File: src/rtl/dmem_dma_arbiter.sv
// Shares the single-port data memory between the CPU MEM stage and a burst DMA port.
// The CPU wins by default; a starvation counter forces a DMA beat after STARVE_LIMIT lost cycles.
//
//   state   | meaning
//   IDLE    | no burst; CPU owns memory; accepts dma_start with nonzero length
//   BURST   | burst in progress; beats use idle cycles or preempt a starved CPU
//   DONE    | one-cycle done pulse; CPU owns memory; dma_start ignored
module dmem_dma_arbiter #(
  parameter int DM_ADDRESS   = 9,
  parameter int DATA_W       = 32,
  parameter int LEN_W        = 5,
  parameter int STARVE_LIMIT = 4
) (
  input  logic                  clk,
  input  logic                  reset,
  input  logic                  cpu_rd,
  input  logic                  cpu_wr,
  input  logic [DM_ADDRESS-1:0] cpu_addr,
  input  logic [DATA_W-1:0]     cpu_wdata,
  input  logic [2:0]            cpu_func3,
  output logic [DATA_W-1:0]     cpu_rdata,
  output logic                  cpu_stall,
  input  logic                  dma_start,
  input  logic                  dma_dir,
  input  logic [DM_ADDRESS-1:0] dma_base,
  input  logic [LEN_W-1:0]      dma_len,
  input  logic [DATA_W-1:0]     dma_wdata,
  output logic                  dma_wready,
  output logic [DATA_W-1:0]     dma_rdata,
  output logic                  dma_rvalid,
  output logic                  dma_busy,
  output logic                  dma_done,
  output logic                  mem_rd,
  output logic                  mem_wr,
  output logic [DM_ADDRESS-1:0] mem_addr,
  output logic [DATA_W-1:0]     mem_wdata,
  output logic [2:0]            mem_func3,
  input  logic [DATA_W-1:0]     mem_rdata
);

  localparam int SC_W = $clog2(STARVE_LIMIT + 1);

  localparam logic [1:0] S_IDLE  = 2'd0;
  localparam logic [1:0] S_BURST = 2'd1;
  localparam logic [1:0] S_DONE  = 2'd2;

  logic [1:0]            state;
  logic                  dir_q;
  logic [DM_ADDRESS-1:0] base_q;
  logic [LEN_W-1:0]      len_q;
  logic [LEN_W-1:0]      idx;
  logic [SC_W-1:0]       starve_cnt;

  logic                  cpu_req;
  logic                  in_burst;
  logic                  starved;
  logic                  beat;
  logic                  last_beat;
  logic [DM_ADDRESS-1:0] beat_addr;

  assign cpu_req   = cpu_rd | cpu_wr;
  assign in_burst  = (state == S_BURST);
  assign starved   = (starve_cnt == SC_W'(STARVE_LIMIT));
  assign beat      = in_burst && (!cpu_req || starved);
  assign last_beat = (idx == len_q - LEN_W'(1));
  // Address arithmetic truncates to DM_ADDRESS, so bursts wrap around the memory.
  assign beat_addr = base_q + DM_ADDRESS'({idx, 2'b00});

  assign dma_busy  = in_burst;
  assign dma_done  = (state == S_DONE);
  assign cpu_rdata = mem_rdata;
  assign dma_rdata = mem_rdata;

  always_comb begin
    mem_rd     = cpu_rd;
    mem_wr     = cpu_wr;
    mem_addr   = cpu_addr;
    mem_wdata  = cpu_wdata;
    mem_func3  = cpu_func3;
    cpu_stall  = 1'b0;
    dma_wready = 1'b0;
    dma_rvalid = 1'b0;
    if (beat) begin
      mem_rd     = ~dir_q;
      mem_wr     = dir_q;
      mem_addr   = beat_addr;
      mem_wdata  = dma_wdata;
      mem_func3  = 3'b010;
      cpu_stall  = cpu_req;
      dma_wready = dir_q;
      dma_rvalid = ~dir_q;
    end
  end

  always_ff @(posedge clk or posedge reset) begin
    if (reset) begin
      state      <= S_IDLE;
      dir_q      <= 1'b0;
      base_q     <= '0;
      len_q      <= '0;
      idx        <= '0;
      starve_cnt <= '0;
    end else begin
      case (state)
        S_IDLE: begin
          if (dma_start && (dma_len != '0)) begin
            dir_q      <= dma_dir;
            base_q     <= {dma_base[DM_ADDRESS-1:2], 2'b00};
            len_q      <= dma_len;
            idx        <= '0;
            starve_cnt <= '0;
            state      <= S_BURST;
          end
        end
        S_BURST: begin
          if (beat) begin
            idx        <= idx + LEN_W'(1);
            starve_cnt <= '0;
            if (last_beat) state <= S_DONE;
          end else if (cpu_req) begin
            starve_cnt <= starve_cnt + SC_W'(1);
          end
        end
        S_DONE:  state <= S_IDLE;
        default: state <= S_IDLE;
      endcase
    end
  end

endmodule

File: config.mk
export PLATFORM = sky130hd
export DESIGN_NAME = dmem_dma_arbiter
export DESIGN_NICKNAME = d
export VERILOG_FILES = /design/src/rtl/dmem_dma_arbiter.sv
export SDC_FILE = /design/constraint.sdc
export NUM_CORES = 1
export LEC_CHECK = 0
export CORE_MARGIN = 5
export CORE_UTILIZATION = 30
export CTS_CLUSTER_SIZE = 10
export DETAILED_ROUTE_END_ITERATION = 8
export GPL_TIMING_DRIVEN = 0
export PLACE_DENSITY = 0.9
export SETUP_SLACK_MARGIN = 0.5
export SLEW_MARGIN = 5
export SYNTH_ARGS = -nofsm -noshare
export SYNTH_HDL_FRONTEND = slang
export SYNTH_SLANG_ARGS = --single-unit
File: constraint.sdc
create_clock -name clk -period 6.4 [get_ports clk]
set_clock_uncertainty 0.05 [all_clocks]
set_input_delay 1.28 -clock clk [delete_from_list [all_inputs] [get_ports clk]]
set_output_delay 1.28 -clock clk [all_outputs]
set_load 0.1 [all_outputs]
Yosys cells after proc, flatten, opt, wreduce, memory -nomap -nowiden
Cells that the tools add are included.
- muxes and demuxes: 19
- add/sub/neg operators: 4
- bitwise gates (word level): 2
- equality and inequality tests: 8
- reduce and logical (&&, ||, !) cells: 11
- operators by type and width (kind ; number):
    32-bit 2-to-1 mux ; 1
    3-bit 2-to-1 mux ; 4
    5-bit 2-to-1 mux ; 2
    5-bit one-hot mux with 2 select lines ; 1
    9-bit by 7-bit adder with 9-bit output ; 1
    9-bit 2-to-1 mux ; 1
    3-bit AND reduction ; 3
    2-bit 2-to-1 mux ; 3
    3-bit one-hot mux with 2 select lines ; 1
    5-bit by 1-bit adder with 5-bit output (second input constant) ; 1
    5-bit equality test ; 1
    1-bit 2-to-1 mux ; 5
    5-bit nonzero test ; 1
    5-bit by 1-bit subtractor with 5-bit output (second input constant) ; 1
    2-bit by 1-bit inequality test with 1-bit output (second input constant) ; 2
    2-bit one-hot mux with 2 select lines ; 1
    3-bit by 1-bit adder with 3-bit output (second input constant) ; 1
    3-bit equality test (second input constant) ; 1
    3-bit by 2-bit inequality test with 1-bit output (second input constant) ; 1
    2-bit by 1-bit equality test with 1-bit output (second input constant) ; 1
    2-bit equality test (second input constant) ; 1
    1-bit logical AND ; 2
    2-bit logical NOT ; 1
    2-bit inequality test (second input constant) ; 1
    other kinds (6) ; 6
- input bits: 128
- bits in registers: 23
- output and inout port bits: 115

Logic depth before layout (Yosys ltp)
- word-level depth: 6
- depth in mapped cells: 8

Worst setup path after synthesis
Ideal clock, no wire load.
- kind: input port to output port
- start: input cpu_wr
- end: output mem_addr[4]
- arrival time: 4036 ps
- stages: 5
- setup slack: 1034 ps
- path through: a2bb2oi_2 nand2b_1 buf_4 buf_2 o21ai_0
- cells in the longest elaborated chain, start to end: 5
- ends and longest elaborated chain (what ; line ; source):
    start: declaration ; 17 ; input logic cpu_wr,
    1-bit OR ; 61 ; assign cpu_req = cpu_rd | cpu_wr;
    1-bit logical NOT ; 64 ; assign beat = in_burst && (!cpu_req || starved);
    1-bit logical OR ; 64 ;
    1-bit logical AND ; 64 ;
    9-bit 2-to-1 mux ; 83 ; if (beat) begin
    end: declaration ; 35 ; output logic [DM_ADDRESS-1:0] mem_addr,
Every way passes these cells.

Worst setup path after layout
Same ends and word-level chain as after synthesis.

==> results.cfg <==
[drt]
drtIter0Drc = 72
drt-pass1-iter-count = 4
drc = 0
wirelength_um = 10200
vias_per_cell = 4.38
dr_total_vias = 2779
ant_nets = 0
wire_per_inst_um = 16.1

[yosys]
synth_ff_type = dfrtp_1
yosys.area_share.simple = 0.266
synth_compound_area_frac = 0.0784
synth_most_common_cell = nand2_1
synthMuxAreaShare = 0.0721
ys_seq_area_frac = 0.240
synth_top_family_by_area = simple AND/OR/NAND/NOR gates
async_flop_share = 1.00
synth_area_um2 = 2390
avgSynthCellArea_um2 = 7.46
ys_ff_latch = 23
synth_cell_types = 35
synth_fa_ha_area_frac = 0.0554
yosys.area.top_type = dfrtp_1
synth_xor_area_frac = 0.0512
synth_common_cells = nand2_1, buf_4, dfrtp_1
synth.area.top_cells = dfrtp_1, buf_4, nand2_1, ha_1, mux2_4
syn_inst = 321
synth_top_area_frac = 0.240
yosysWarningCount = 0
synth.net_count = 459
synth_edf_count = 0

[clock_network]
cts.sinks = 23
cts_max_level = 1
cts_root_buffer = clkbuf_8
cts_buffer_depth = 2
postCtsHoldBufs = 0
clkTransAtPathRegs_ns = 0.08
numCtsBuffers = 3
postCtsSetupBuffers = 0
insertion_delay_ns = 0.26
cts_tree = done
cts_resized = 0

[grt]
grt_overflow = 0
grt_max_degree = 24
grt_pass1_wl_um = 15100
antenna_found_initial = 0
grt_pass1_vias = 2856
track_usage = 0.192

[min_path]
min_to = starve_cnt[2]
min-delay-start = starve_cnt[2]
min-delay-path-class = flop to flop
hold_depth = 1

[floorplanning]
rows = 32
start_util = 0.308
core_um2 = 7770
dieArea_um2 = 9860
ioPinCount = 243
die_y_um = 99.3
die_w_um = 99.3

[timing]
fin_crit_sh = 0.827
tns_ns = 0
setup_viol = 0
finalCriticalPeriod_ns = 5.29
max-slew-margin-rel = 0.322
finalMaxSlewViolations = 0
rsz0062_at_grt = false
finalWorstSetupSlack_ns = 1.11
max_freq_mhz = 189
worst_slew_pin_slew_ns = 1.01
hold_viol = 0

[placement]
placement.io_buffers = 208
dp_hpwl_um = 8950
dp_slack_ns = 1.10
dp_cells = 631
routabilityCongestion = 0.912

[critical_path]
r2r_slack_ns = 4.74
rr_startpoint = starve_cnt[0]
r2r_cells = 7
critical_path_class = input pin to output port
worstPathArrival_ns = 3.96
path_max_fanout = 10
endpoint_kind = output port
cp_data_required_time_ns = 5.07
start_kind = input pin
r2r_end = idx[0]

[finish]
fin_cells = 635
nets = 672
n_fill_cell = 686
multiInputGateArea_um2 = 1250
postLayoutCoreUtil = 0.598
syn_to_final_growth_pct = 94.2
ff_latch_area_um2 = 576
antennaDiodeCount = 0
drive_gt1_frac = 0.180

[status]
status = complete, no violations

[power_and_ir_drop]
peakVddDrop_mv = 0.227
p_leak_uw = 0.00218
power_density_nw_per_um2 = 476

[job]
maxCapViolCount = 0
-- worst max-delay path, stage by stage --
cell and delay [ns]:
clkdlybuf4s50_1 0.54, a2bb2oi_2 0.28, nand2b_1 0.14, buf_4 0.16, buf_2 0.23, nand2_1 0.08
o21ai_0 0.07, clkdlybuf4s50_1 1.17
-- cell type report --
cell class / count / share of cell area
plain buffers: 74 / 0.116
clock buffers: 4 / 0.00969
inverters: 7 / 0.00565
well taps: 102 / 0.0275
multi-input cells: 217 / 0.269
flip-flops and latches: 23 / 0.124
repair buffers: 208 / 0.448
-- worst max-delay path by stage --
| stage | from | endpoint | slack (ns) |
|---|---|---|---|
| floorplan | cpu_wr | mem_addr[4] | 1.03 |
| global placement | cpu_wr | mem_wdata[3] | 1.10 |
| detailed placement | cpu_wr | mem_addr[4] | 1.10 |
| CTS | cpu_wr | mem_wdata[15] | 1.09 |
| global route | cpu_rd | mem_wdata[2] | 0.94 |
| finish | cpu_wr | mem_addr[4] | 1.11 |
-- kinds of logic after synthesis --
logic type | count (synthesis)
buf+inv | 81
fa+ha+maj | 10
simple gates | 152
xor+xnor | 14
compound gates | 28
flops | 23
mux | 13
-- state kept, by name (all words and copies together), names as in the netlist --
signal and flops:
base_q 7, idx 5, len_q 5, starve_cnt 3, state 2, dir_q 1
-- metal layers --
layer  GRT usage  vias up  share of wire
li1            -     1386              -
met1       0.204     1251           0.37
met2       0.381      120           0.54
met3      0.0288       22          0.063
met4      0.0630        0          0.031
met5           0        -              0
-- where the power goes --
group	internal (µW)	total (µW)	switching (µW)
clock network	44.4	88.8	44.4
registers	208	279	70.8
logic	517	1850	1330
-- stage by stage --
stage	cell area [µm²]	hold WS [ns]	total power [µW]
global placement	4600	0.450	2100
global route	4650	0.494	2320
detailed placement	4600	0.465	2120
floorplan	2390	0.431	1690
finish	4650	0.479	2210
CTS	4650	0.480	2220
-- layout by cell type, fill, tap and decap left out, types with 2 or more instances in the layout --
master	synthesis	final
ha_1	9	9
and3_1	2	2
nor2_1	9	9
xor2_1	8	8
and2_1	6	6
inv_1	6	6
nand2_1	115	115
buf_2	8	8
nor3_2	2	2
buf_4	65	65
mux2_2	6	6
nor3_1	3	3
clkdlybuf4s50_1	0	208
o21ai_0	12	12
a21oi_1	5	5
dfrtp_1	23	23
a21o_1	3	3
nand2b_1	4	4
nand3_1	7	7
clkbuf_8	0	3
mux2_4	7	7
xnor2_1	6	6
(Power assumes the default switching activity.)
